$ cat src/rtl/ddr_buf_pkg.sv
// Shared constants and types for the DDR frame-buffer reader and writer.
// Latency: n/a (declarations only).
// Backpressure: n/a.
package ddr_buf_pkg;

    localparam int BURST_LEN        = 32;     // beats per burst, also the address step
    localparam int BURSTS_PER_LINE  = 20;     // 640 beats of 64 bits per video line
    localparam int BURSTS_PER_FRAME = 14400;  // 720 lines
    localparam int FIFO_DEPTH       = 1024;   // downstream FIFO depth, 64-bit words

    typedef logic [28:0] ddr_addr_t;

    typedef enum logic [1:0] {
        ST_IDLE,
        ST_WAIT_CREDIT,
        ST_REQ,
        ST_DRAIN
    } rd_state_t;

endpackage

$ cat src/rtl/read_frame_rx_tagger.sv
// Return-path register stage: tags each returned beat with line/frame markers.
// Latency: 1 cycle from beat_vld/beat_dat to out_valid/out_data.
// Backpressure: none; upstream credit guarantees the consumer always has room.
//
// Ports: clk/rst_n (async active-low), clear (restart counters at frame start),
// beat_vld/beat_dat (accepted return beat), out_* stream with sof/eof/sol/eol,
// end_frame (pulse with the final beat of the frame).
module read_frame_rx_tagger
#(
    parameter int BURSTS_PER_LINE  = ddr_buf_pkg::BURSTS_PER_LINE,
    parameter int BURSTS_PER_FRAME = ddr_buf_pkg::BURSTS_PER_FRAME
) (
    input  logic        clk,
    input  logic        rst_n,
    input  logic        clear,
    input  logic        beat_vld,
    input  logic [63:0] beat_dat,
    output logic [63:0] out_data,
    output logic        out_valid,
    output logic        out_sof,
    output logic        out_eof,
    output logic        out_sol,
    output logic        out_eol,
    output logic        end_frame
);
    import ddr_buf_pkg::*;

    localparam int BEAT_W  = $clog2(BURST_LEN);
    localparam int LINE_W  = (BURSTS_PER_LINE  > 1) ? $clog2(BURSTS_PER_LINE)  : 1;
    localparam int FRAME_W = (BURSTS_PER_FRAME > 1) ? $clog2(BURSTS_PER_FRAME) : 1;

    logic [BEAT_W-1:0]  beat_cnt;
    logic [LINE_W-1:0]  line_burst;
    logic [FRAME_W-1:0] rx_burst;

    logic first_beat, last_beat;
    logic line_first, line_last, frame_first, frame_last;

    assign first_beat  = (beat_cnt == '0);
    assign last_beat   = (beat_cnt == BEAT_W'(BURST_LEN - 1));
    assign line_first  = (line_burst == '0);
    assign line_last   = (line_burst == LINE_W'(BURSTS_PER_LINE - 1));
    assign frame_first = (rx_burst == '0);
    assign frame_last  = (rx_burst == FRAME_W'(BURSTS_PER_FRAME - 1));

    always_ff @(posedge clk or negedge rst_n) begin
        if (!rst_n) begin
            out_data   <= '0;
            out_valid  <= 1'b0;
            out_sof    <= 1'b0;
            out_eof    <= 1'b0;
            out_sol    <= 1'b0;
            out_eol    <= 1'b0;
            end_frame  <= 1'b0;
            beat_cnt   <= '0;
            line_burst <= '0;
            rx_burst   <= '0;
        end else begin
            // Markers are gated by beat_vld so they are never set on an idle cycle.
            out_valid <= beat_vld;
            out_sol   <= beat_vld & first_beat & line_first;
            out_eol   <= beat_vld & last_beat  & line_last;
            out_sof   <= beat_vld & first_beat & frame_first;
            out_eof   <= beat_vld & last_beat  & frame_last;
            end_frame <= beat_vld & last_beat  & frame_last;
            if (beat_vld) begin
                out_data <= beat_dat;
            end

            if (clear) begin
                beat_cnt   <= '0;
                line_burst <= '0;
                rx_burst   <= '0;
            end else if (beat_vld) begin
                beat_cnt <= beat_cnt + BEAT_W'(1);   // BURST_LEN is a power of two: wraps naturally
                if (last_beat) begin
                    line_burst <= line_last  ? '0 : line_burst + LINE_W'(1);
                    rx_burst   <= frame_last ? '0 : rx_burst + FRAME_W'(1);
                end
            end
        end
    end

endmodule

$ cat src/rtl/read_from_buf_frame.sv
// Reads one stored frame from DDR as fixed-length Avalon-MM read bursts and streams it out.
// Latency: 1 cycle from avm_readdatavalid to out_valid; a request follows credit by 1 cycle.
// Backpressure: none on the output; bursts are only issued when the downstream FIFO has room.
//
// Ports: clk_100/reset_n (async active-low), start_frame pulse + reg_addr_buf_1 base address,
// avm_* burst read master, fifo_usedw downstream fill level, out_* 64-bit stream with
// sof/eof/sol/eol, busy, end_frame pulse, protocol_err (sticky unexpected return beat).
module read_from_buf_frame
#(
    parameter int BURSTS_PER_LINE  = ddr_buf_pkg::BURSTS_PER_LINE,
    parameter int BURSTS_PER_FRAME = ddr_buf_pkg::BURSTS_PER_FRAME,
    parameter int FIFO_DEPTH       = ddr_buf_pkg::FIFO_DEPTH
) (
    input  logic        clk_100,
    input  logic        reset_n,
    input  logic        start_frame,
    input  logic [31:0] reg_addr_buf_1,
    output logic [28:0] avm_address,
    output logic        avm_read,
    output logic [6:0]  avm_burstcount,
    input  logic        avm_waitrequest,
    input  logic [63:0] avm_readdata,
    input  logic        avm_readdatavalid,
    input  logic [10:0] fifo_usedw,
    output logic [63:0] out_data,
    output logic        out_valid,
    output logic        out_sof,
    output logic        out_eof,
    output logic        out_sol,
    output logic        out_eol,
    output logic        busy,
    output logic        end_frame,
    output logic        protocol_err
);
    import ddr_buf_pkg::*;

    localparam int REQ_W = $clog2(BURSTS_PER_FRAME + 1);

    rd_state_t        state;
    logic [REQ_W-1:0] req_cnt;
    logic [10:0]      outstanding;   // beats requested but not yet returned
    logic [11:0]      credit_need;
    logic             credit_ok;
    logic             accept;
    logic             beat_ok;
    logic             start_ok;
    logic             unused_addr_bits;

    assign avm_burstcount   = 7'(BURST_LEN);
    assign unused_addr_bits = ^reg_addr_buf_1[31:29];

    // avm_read is only ever high in ST_REQ, so this is the burst-accept strobe.
    assign accept   = avm_read & ~avm_waitrequest;
    // A beat with nothing outstanding cannot belong to us (e.g. survivor of a reset).
    assign beat_ok  = avm_readdatavalid & (outstanding != '0);
    assign start_ok = (state == ST_IDLE) & start_frame;

    // Room must exist for everything already in flight plus the new burst.
    assign credit_need = {1'b0, fifo_usedw} + {1'b0, outstanding} + 12'(BURST_LEN);
    assign credit_ok   = (credit_need <= 12'(FIFO_DEPTH));

    always_ff @(posedge clk_100 or negedge reset_n) begin
        if (!reset_n) begin
            outstanding <= '0;
        end else begin
            case ({accept, beat_ok})
                2'b10:   outstanding <= outstanding + 11'(BURST_LEN);
                2'b01:   outstanding <= outstanding - 11'd1;
                2'b11:   outstanding <= outstanding + 11'(BURST_LEN - 1);
                default: outstanding <= outstanding;
            endcase
        end
    end

    always_ff @(posedge clk_100 or negedge reset_n) begin
        if (!reset_n) begin
            protocol_err <= 1'b0;
        end else if (avm_readdatavalid && (outstanding == '0)) begin
            protocol_err <= 1'b1;
        end else if (start_ok) begin
            protocol_err <= 1'b0;
        end
    end

    always_ff @(posedge clk_100 or negedge reset_n) begin
        if (!reset_n) begin
            state       <= ST_IDLE;
            avm_address <= '0;
            avm_read    <= 1'b0;
            busy        <= 1'b0;
            req_cnt     <= '0;
        end else begin
            case (state)
                ST_IDLE: begin
                    if (start_frame) begin
                        avm_address <= reg_addr_buf_1[28:0];
                        req_cnt     <= '0;
                        busy        <= 1'b1;
                        state       <= ST_WAIT_CREDIT;
                    end
                end
                ST_WAIT_CREDIT: begin
                    if (credit_ok) begin
                        avm_read <= 1'b1;
                        state    <= ST_REQ;
                    end
                end
                ST_REQ: begin
                    // Address and read stay untouched while the slave stalls.
                    if (!avm_waitrequest) begin
                        avm_read    <= 1'b0;
                        avm_address <= avm_address + 29'(BURST_LEN);
                        req_cnt     <= req_cnt + REQ_W'(1);
                        state       <= (req_cnt == REQ_W'(BURSTS_PER_FRAME - 1)) ? ST_DRAIN
                                                                                : ST_WAIT_CREDIT;
                    end
                end
                ST_DRAIN: begin
                    // The beat that took outstanding to zero is on the output this cycle,
                    // so by the time we leave it has been presented downstream.
                    if (outstanding == '0) begin
                        busy  <= 1'b0;
                        state <= ST_IDLE;
                    end
                end
                default: state <= ST_IDLE;
            endcase
        end
    end

    read_frame_rx_tagger #(
        .BURSTS_PER_LINE  (BURSTS_PER_LINE),
        .BURSTS_PER_FRAME (BURSTS_PER_FRAME)
    ) u_rx_tagger (
        .clk       (clk_100),
        .rst_n     (reset_n),
        .clear     (start_ok),
        .beat_vld  (beat_ok),
        .beat_dat  (avm_readdata),
        .out_data  (out_data),
        .out_valid (out_valid),
        .out_sof   (out_sof),
        .out_eof   (out_eof),
        .out_sol   (out_sol),
        .out_eol   (out_eol),
        .end_frame (end_frame)
    );

endmodule

$ cat config.mk
export PLATFORM = sky130hd
export DESIGN_NAME = read_from_buf_frame
export DESIGN_NICKNAME = d
export VERILOG_FILES = /design/src/rtl/ddr_buf_pkg.sv /design/src/rtl/read_frame_rx_tagger.sv /design/src/rtl/read_from_buf_frame.sv
export SDC_FILE = /design/constraint.sdc
export NUM_CORES = 1
export LEC_CHECK = 0
export CORE_UTILIZATION = 40
export CTS_CLUSTER_SIZE = 14
export DETAILED_ROUTE_END_ITERATION = 10
export PLACE_DENSITY = 0.72
export SKIP_LAST_GASP = 1
export SLEW_MARGIN = 0
export SYNTH_ARGS = -nofsm -noshare
export SYNTH_HDL_FRONTEND = slang
export SYNTH_SLANG_ARGS = --single-unit
$ cat constraint.sdc
create_clock -name clk_100 -period 8 [get_ports clk_100]
set_input_delay 2.4 -clock clk_100 [delete_from_list [all_inputs] [get_ports clk_100]]
set_output_delay 2.4 -clock clk_100 [all_outputs]
set_load 0.005 [all_outputs]
Word level (Yosys, flattened, before mapping)
Index checks and enable logic that the tools add are counted.
{"block": "op_classes", "n_addsub": 10, "mul": 0, "n_div": 0, "magnitude_cmp": 1, "n_eq_ne": 14, "shifts": 0, "mux": 31, "n_bitwise": 10, "reduce_logical": 19}
{"op": "14-bit 2-to-1 mux", "count": 6}
{"op": "29-bit 2-to-1 mux", "count": 2}
{"op": "29-bit one-hot mux with 2 select lines", "count": 1}
{"op": "11-bit one-hot mux with 3 select lines", "count": 1}
{"op": "5-bit 2-to-1 mux", "count": 6}
{"op": "29-bit by 6-bit adder with 29-bit output (second input constant)", "count": 1}
{"op": "14-bit by 1-bit adder with 14-bit output (second input constant)", "count": 2}
{"op": "14-bit equality test (second input constant)", "count": 2}
{"op": "14-bit one-hot mux with 2 select lines", "count": 1}
{"op": "14-bit logical NOT", "count": 1}
{"op": "11-bit by 11-bit adder with 12-bit output", "count": 1}
{"op": "12-bit by 6-bit adder with 12-bit output (second input constant)", "count": 1}
{"op": "12-bit by 11-bit less-or-equal comparator with 1-bit output (second input constant)", "count": 1}
{"op": "2-bit nonzero test", "count": 6}
{"op": "11-bit by 5-bit adder with 11-bit output (second input constant)", "count": 1}
{"op": "11-bit by 6-bit adder with 11-bit output (second input constant)", "count": 1}
{"op": "11-bit logical NOT", "count": 1}
{"op": "11-bit nonzero test", "count": 1}
{"op": "11-bit by 1-bit subtractor with 11-bit output (second input constant)", "count": 1}
{"op": "5-bit by 1-bit adder with 5-bit output (second input constant)", "count": 2}
{"op": "5-bit equality test (second input constant)", "count": 2}
{"op": "5-bit logical NOT", "count": 2}
{"op": "2-bit 2-to-1 mux", "count": 5}
{"op": "1-bit bitwise AND", "count": 9}
{"op": "13 further kinds", "count": 28}
{"block": "word_totals", "ff_bits": 152, "latch_bits": 0, "mem_bits_rw": 0, "romBits": 0, "inputBits": 112, "out_inout_bits": 109, "elab_cells": 101, "memories": 0}

Longest topological paths before layout
{"block": "logic_depth", "ltp_word": 5, "ltp_mapped": 16, "mapped_depth_nobuf": 14}

By module
From an unflattened synthesis, not the netlist that was laid out.
{"block": "hier_totals", "hier_cells": 756, "area_unflattened_um2": 7976.4}
{"mod": "read_from_buf_frame", "instances": 1, "cells_per_inst": 463, "area_each_um2": 4047.6, "seq_area_each_um2": 1476.4}
{"mod": "read_frame_rx_tagger", "instances": 1, "cells_per_inst": 293, "area_each_um2": 3928.8, "seq_area_each_um2": 2327.2}

Worst setup path after synthesis
OpenSTA, ideal clock, no wires.
{"block": "synth_timing", "path_kind": "input port to flip-flop", "startpoint": "in fifo_usedw[1]", "endpoint": "reg state[0]", "setup_time_ns": 0.118, "arrival_ns": 4.377, "path_slack_ns": 3.505, "path_stages": 11, "path_buffers": 0, "cell_sequence": "ha_1 > ha_1 > inv_1 > fa_1 > nor2b_1 > o31ai_1 > a22oi_1 > xor2_1 > nor4_2 > o21ai_1 > a21o_1"}
{"block": "synth_via", "elab_chain_len": 5}
{"item": "start: declaration", "line": "read_from_buf_frame.sv:24", "text": "input logic [10:0] fifo_usedw,"}
{"item": "11-bit by 11-bit adder with 12-bit output", "line": "read_from_buf_frame.sv:59", "text": "assign credit_need = {1'b0, fifo_usedw} + {1'b0, outstanding} + 12'(BURST_LEN);"}
{"item": "12-bit by 6-bit adder with 12-bit output", "line": "read_from_buf_frame.sv:59"}
{"item": "12-bit by 11-bit less-or-equal comparator with 1-bit output", "line": "read_from_buf_frame.sv:60", "text": "assign credit_ok = (credit_need <= 12'(FIFO_DEPTH));"}
{"item": "2-bit inequality test (no line)"}
{"item": "4-bit AND reduction (no line)"}
{"item": "end signal: assignment", "line": "read_from_buf_frame.sv:114", "text": "state <= (req_cnt == REQ_W'(BURSTS_PER_FRAME - 1)) ? ST_DRAIN"}
{"item": "end: declaration", "line": "read_from_buf_frame.sv:39", "text": "rd_state_t state;"}
No other way between the ends.
A chain may end at the register's enable or synchronous reset.

Worst setup path in the final report
{"block": "layout_timing", "startpoint": "in avm_waitrequest", "endpoint": "reg outstanding[10]"}
{"block": "layout_via", "elab_chain_len": 4, "word_cells_on_any_way": 7}
{"item": "start: declaration", "line": "read_from_buf_frame.sv:21", "text": "input logic avm_waitrequest,"}
{"item": "1-bit inverter (*)", "line": "read_from_buf_frame.sv:53", "text": "assign accept = avm_read & ~avm_waitrequest;"}
{"item": "1-bit bitwise AND (*)", "line": "read_from_buf_frame.sv:53"}
{"item": "2-bit equality test or 2-bit by 1-bit equality test with 1-bit output (tied branches)", "line": "read_from_buf_frame.sv:66", "text": "case ({accept, beat_ok})"}
{"item": "11-bit one-hot mux with 3 select lines or 3-bit nonzero test (tied branches)"}
{"item": "end signal: assignment", "line": "read_from_buf_frame.sv:67", "text": "2'b10: outstanding <= outstanding + 11'(BURST_LEN);"}
{"item": "end signal: assignment", "line": "read_from_buf_frame.sv:68", "text": "2'b01: outstanding <= outstanding - 11'd1;"}
{"item": "end signal: assignment", "line": "read_from_buf_frame.sv:69", "text": "2'b11: outstanding <= outstanding + 11'(BURST_LEN - 1);"}
{"item": "end: declaration", "line": "read_from_buf_frame.sv:41", "text": "logic [10:0] outstanding;"}
Every way passes the cells marked *; elsewhere a longest branch is shown, timed or not.

==> run_results.csv <==
group,metric,value,unit
timing,post-route-period-util,62.4,%
cts,cts_tree,"yes",
synth,synth-simple-area-share,25.2,%
timing,fin_hold_ws,471,ps
die,core-area,19400,um2
cts,worstSkewPairLatency,420,ps
timing,finalHoldViolCount,0,
pwr,power_density,280,nW/um2
pwr,power.combinational.fraction,36.3,%
finish,syn_to_final_growth,36.1,%
timing,worst_pin_slew,1010,ps
synth,synthMuxAreaShare,0.522,%
global_routing,grtUsageTotal,20.7,%
routing,vias_per_cell,4.97,
global_routing,grt_max_degree,89,
synth,syn-cell-area,7910,um2
synth,synth_compound_area_share,11.9,%
cts,cts_made_buffers,17,
synth,ys_seq_area_share,48.1,%
synth,synthFlopType,"dfrtp_1",
synth,synthCells,905,
pwr,seqPwrFrac,37.0,%
cts,post_cts_buffers,0,
setup_path,reg2regPathDepth,14,
timing,drv_slew,0,
synth,synth_top_family_by_area,"simple AND/OR/NAND/NOR gates",
die,fp.dieArea,20300,um2
finish,finalNetCount,1248,
placed_design,io_buffers,210,
setup_path,rr_startpoint,"outstanding[0]",
synth,ys_ff_latch,152,
synth,synth_cell_types,67,
routing,totalWireLength,20.0,mm
pwr,p_sw,1.03,mW
routing,num_vias,6840,
global_routing,antenna_found_initial,0,
routing,ant_nets,0,
global_routing,grt_pass1_vias,6846,
setup_path,start_kind,"input pin",
timing,fmax,0.200,GHz
timing,skew,11.5,ps
cts,holdBufCountCts,0,
global_routing,gr-total-overflow,0,
cts,cts.path.max_buffers,2,
timing,setup_tns,0,ps
cts,clk_pin_slew_worst_paths,70,ps
setup_path,critPathKind,"input pin to flop",
synth,syn_area_per_cell,8.74,um2
cts,ctsResizeCount,0,
die,ios,221,
finish,fillers,1788,
setup_path,crit_required,8300,ps
setup_path,reg2reg_slack,4260,ps
cts,cts_sinks,152,
timing,slew-limit-headroom,32.6,%
setup_path,reg2reg_to,"outstanding[10]",
min_path,min_to,"u_rx_tagger.out_data[9]",
timing,fin_crit,4990,ps
timing,finalSetupViolations,0,
placed_design,hpwl,13.8,mm
routing,wire_per_inst,14.5,um
min_path,min_path_cells,2,
cts,cts.htree.levels,4,
die,die_w,143,um
finish,drive_gt1_share,5.49,%
flow_run,maxCapViolations,0,
pwr,ir_drop,163,uV
routing,drt_first_pass_iters,4,
finish,most-common-layout-cells,"nand2_1, clkdlybuf4s50_1, dfrtp_1",
cts,cts_root_buf,"clkbuf_16",
setup_path,crit_fanout,7,
synth,synth-warning-count,0,
setup_path,crit_arrival,5290,ps
pwr,clkPwrFrac,26.8,%
routing,drt_iter0_drc,262,
timing,rsz0062_at_grt,"false",
synth,synthAdderAreaFrac,6.10,%
status,run_status,"complete, no violations",
min_path,hold_class,"flop to flop",
routing,drc,0,
placed_design,place_congestion,0.842,
global_routing,grt_pass1_wl,33.3,mm
finish,diodes,0,
setup_path,endpoint_kind,"flop",
synth,synth_edf_count,0,
pwr,internal-power,1.98,mW
pwr,swShare,34.3,%
die,placementRows,51,
min_path,hp-start,"u_rx_tagger.out_data[9]",
die,die_h,143,um
die,initial_utilization,40.8,%
finish,layout_commonest_cell,"nand2_1",
synth,synth_xor_area_share,4.10,%
pwr,leakage,4.86,nW
synth,async_flop_share,100,%
synthesized netlist by cell type, types with 4 or more instances:
cell	number	area [um2]
nand2_1	275	1030
dfrtp_1	152	3800
nor2_1	71	267
a21oi_1	47	235
ha_1	37	463
o21ai_0	28	140
nand3_1	24	120
xor2_1	23	201
clkbuf_1	22	82.6
inv_1	21	78.8
o21ai_1	21	105
xnor2_1	14	123
nand4_1	12	75.1
nor3_1	11	55.1
buf_2	10	50.1
buf_4	9	67.6
and3_1	8	50.1
nor4_1	8	50.1
a31oi_1	7	43.8
nor2b_1	7	43.8
o22ai_1	7	43.8
and2_1	6	37.5
nand2b_1	6	37.5
o21a_1	5	37.5
a21o_1	4	30.0
a22o_1	4	35.0
o22a_1	4	35.0
o31ai_1	4	30.0
cell type report:
type                       instances  area [um2]  area share, %
multi-input combinational        690        3820           35.5
timing repair buffer             215        2140           19.9
inverter                          22        82.6          0.767
tap                              265         332           3.08
sequential                       152        3800           35.3
clock buffer                      19         443           4.11
clock inverter                    13         148           1.37
worst max-delay path, cell delays in order:
cell	delay [ps]
clkdlybuf4s50_1	500
nor2b_1	590
nand2_1	300
ha_1	390
o21ai_0	150
a21oi_1	90
o41ai_1	400
xor2_1	190
a21oi_1	100
xnor2_1	170
through the flow:
step	cells	instance area [um2]	worst slack [ps]	power, mW	util [%]
floorplan	910	7930	3510	1.76	-
global placement	1344	10200	2680	2.18	52.5
detailed placement	1344	10200	2560	2.22	52.5
CTS	1376	10800	3000	3.04	55.5
global route	1376	10800	2830	3.23	55.5
finish	1376	10800	3010	3.01	55.5
flip-flops by register name (all words and copies together), names as in the netlist, 2 cells and up:
| signal | flops |
|---|---|
| u_rx_tagger.out_data | 64 |
| avm_address | 29 |
| outstanding | 11 |
| u_rx_tagger.rx_burst | 14 |
| u_rx_tagger.line_burst | 5 |
| state | 2 |
| req_cnt | 14 |
| u_rx_tagger.beat_cnt | 5 |
logic make-up after synthesis:
| group | Yosys count |
|---|---|
| xor+xnor | 37 |
| flops | 152 |
| simple gates | 453 |
| other cells | 2 |
| mux | 4 |
| fa+ha+maj | 38 |
| buf+inv | 68 |
| compound gates | 151 |
metal layers:
metal | track usage (%) | vias up | share of wire [%]
met3 | 7.04 | 18 | 8.6
li1 | - | 3415 | -
met2 | 34.5 | 204 | 47
met1 | 25.5 | 3203 | 44
met4 | 5.66 | 0 | 1.0
met5 | 0 | - | 0
power by group through the flow:
stage               Clock (mW)  Combinational, mW  Sequential [mW]
detailed placement           0               1.09             1.12
floorplan                    0              0.662             1.10
global placement             0               1.06             1.12
CTS                      0.825               1.10             1.11
finish                   0.806               1.09             1.11
global route             0.860               1.23             1.14
worst max path at each step:
stage	end	from	slack (ps)	depth (start not counted)
4_1_cts	outstanding[10]	avm_waitrequest	3000	10
3_3_place_gp	u_rx_tagger.line_burst[4]	avm_readdatavalid	2680	9
5_1_grt	u_rx_tagger.line_burst[4]	avm_readdatavalid	2830	9
2_1_floorplan	state[0]	fifo_usedw[1]	3510	11
3_5_place_dp	outstanding[10]	avm_waitrequest	2560	10
6_report	outstanding[10]	avm_waitrequest	3010	10
No activity file was read; power rests on OpenSTA's default activity.
==> patch: new RTL, config.mk and constraints unchanged <==
Set the package constant `BURST_LEN` to 16 (it was 32).
--- a/src/rtl/ddr_buf_pkg.sv
+++ b/src/rtl/ddr_buf_pkg.sv
@@ -3,7 +3,7 @@
 // Backpressure: n/a.
 package ddr_buf_pkg;
 
-    localparam int BURST_LEN        = 32;     // beats per burst, also the address step
+    localparam int BURST_LEN        = 16;     // beats per burst, also the address step
     localparam int BURSTS_PER_LINE  = 20;     // 640 beats of 64 bits per video line
     localparam int BURSTS_PER_FRAME = 14400;  // 720 lines
     localparam int FIFO_DEPTH       = 1024;   // downstream FIFO depth, 64-bit words
Behaviour: not the same (a bounded check fails within 4 cycles, from zero or initial values and one cycle with reset_n low).
==> patch against the original RTL <==
Clock power is 2% lower. Design area hardly changed. Critical path depth is 1 higher. Die area is 0.45% lower. Register-to-register slack better by 0.05 ns. Worst setup slack worse by 0.30 ns. Largest cell class unchanged. Via count is 4.5% lower. Highest routed layer unchanged. Power is 6.1% higher. Sequential cell count is 1 lower. Clock skew is 0.00084 ns higher. Wire length is 6.4% lower. Critical path type unchanged. Area after synthesis is 0.46% lower.
==> patch: results (changes against the original RTL) <==
violation count after the first detailed-routing iteration 312 (+19%); via count 6532 (-4.5%); number of clock buffers inserted by TritonCTS 17 (unchanged); share of the yosys chip area belonging to registers 0.480 (-0.000963); number of port buffers 210 (unchanged); setup slack of the most critical reg-to-reg path 4.31 ns (+0.05 ns); half-perimeter wire length after placement 13.2 mm (-4.4%); number of cells traversed by the worst register-to-register path 12 (-2); slowest cell on the critical path a41oi_4; largest net degree at the start of global routing 93 (+4.5%); wire length of the first global-routing pass 31.1 mm (-6.7%); beginning of the worst register-to-register path outstanding[4]; number of gates given a new drive strength after cts 0 (unchanged); total global-route track usage 0.192 (-0.0153); number of unique standard cell types used by synthesis 62 (-7.5%); Worst R2R End outstanding[10]; Worst Setup Slack post-DPL 2.24 ns (-0.318 ns); Relative slew margins 0.201 (-0.124); Post-synth top cells dfrtp_1 (151), nor2_1 (81), nand2_1 (80), mux2_2 (66), a21oi_1 (62); worst stage delay on the critical path 0.75 ns (+0.16 ns); post-route clock skew 0.0123 ns (+0.000840 ns); # Post-CTS Setup Buffers 0 (unchanged); Nets 1146 (-8.2%); placed inst area 10200 µm² (+0.15%); iteration count of the initial detailed-routing pass 6 (+2); antenna cell count 0 (unchanged); Lkg Pwr 4.49 nW (-7.6%); arrival time of the worst setup path 5.59 ns (+0.30 ns); Synth warnings 0 (unchanged); routability congestion estimate from global placement 0.832 (-1.1%); hold path startpoint avm_address[1]; share of layout cells above drive strength 1 0.114 (+0.0593); result of the run finished, final reports clean; critical-path maximum fanout 27 (+20); biggest area contributors in the synthesized netlist dfrtp_1 (48%), mux2_2 (9.4%), ha_1 (6.0%), a21oi_1 (3.9%), nor2_1 (3.9%); Root Driver clkbuf_16; maximum vdd drop 155 µV (-5.0%); class of the tightest hold or removal check flip-flop to flip-flop; post-detailed-routing wire length 18.7 mm (-6.4%); worst hold slack after final layout 0.474 ns (+0.00217 ns); Hold EP avm_address[1]
==> patch: worst max path at each step <==
stage                                 start         endpoint  slack [ns]  depth (start not counted)
after floorplan           avm_readdatavalid  outstanding[10]        3.28                         12
after global placement    avm_readdatavalid  outstanding[10]        2.30                         11
after detailed placement  avm_readdatavalid  outstanding[10]        2.24                         11
after CTS                 avm_readdatavalid  outstanding[10]        2.69                         11
after global routing      avm_readdatavalid  outstanding[10]        2.48                         11
final                     avm_readdatavalid  outstanding[10]        2.71                         11
==> patch: cell type report <==
| type | instances | area [µm²] |
|---|---|---|
| fill | 1712 | 8250 |
| multi-input combinational | 585 | 3860 |
| sequential | 151 | 3780 |
| timing repair buffer | 213 | 2130 |
| clock buffer | 17 | 425 |
| tap | 260 | 325 |
| clock inverter | 14 | 153 |
| inverter | 27 | 101 |
==> patch: power breakdown <==
group	total (W)	internal [W]	switching, W
Sequential	0.00112	0.000939	0.000184
Clock	0.000786	0.000460	0.000325
Combinational	0.00128	0.000646	0.000639
==> patch: stage by stage <==
step	instances	utilization
global placement	1236	0.536
detailed placement	1236	0.536
floorplan	801	-
global route	1267	0.566
CTS	1267	0.566
finish	1267	0.566
==> patch: critical path, delay by kind of cell <==
family | cells | cell delay (ns)
buffers and inverters | 2 | 0.54
XOR/XNOR | 2 | 0.33
adder cells (fa/ha/maj) | 1 | 0.46
AND/OR/NAND/NOR | 1 | 0.39
AO/OA/AOI/OAI | 5 | 1.45
==> patch: cell families after synthesis <==
family / count (synthesis) / synth area share
AO/OA/AOI/OAI: 169 / 0.126
XOR/XNOR: 36 / 0.0400
adder cells (fa/ha/maj): 39 / 0.0629
buffers and inverters: 65 / 0.0367
flip-flops: 151 / 0.480
multiplexers: 68 / 0.0969
other: 2 / 0.000953
AND/OR/NAND/NOR: 266 / 0.156
==> patch: layer usage <==
layer  wire length [µm]  GRT usage
met1               8140      0.234
met2               9090      0.327
met3               1300     0.0646
met4                147     0.0419
met5                  0          0
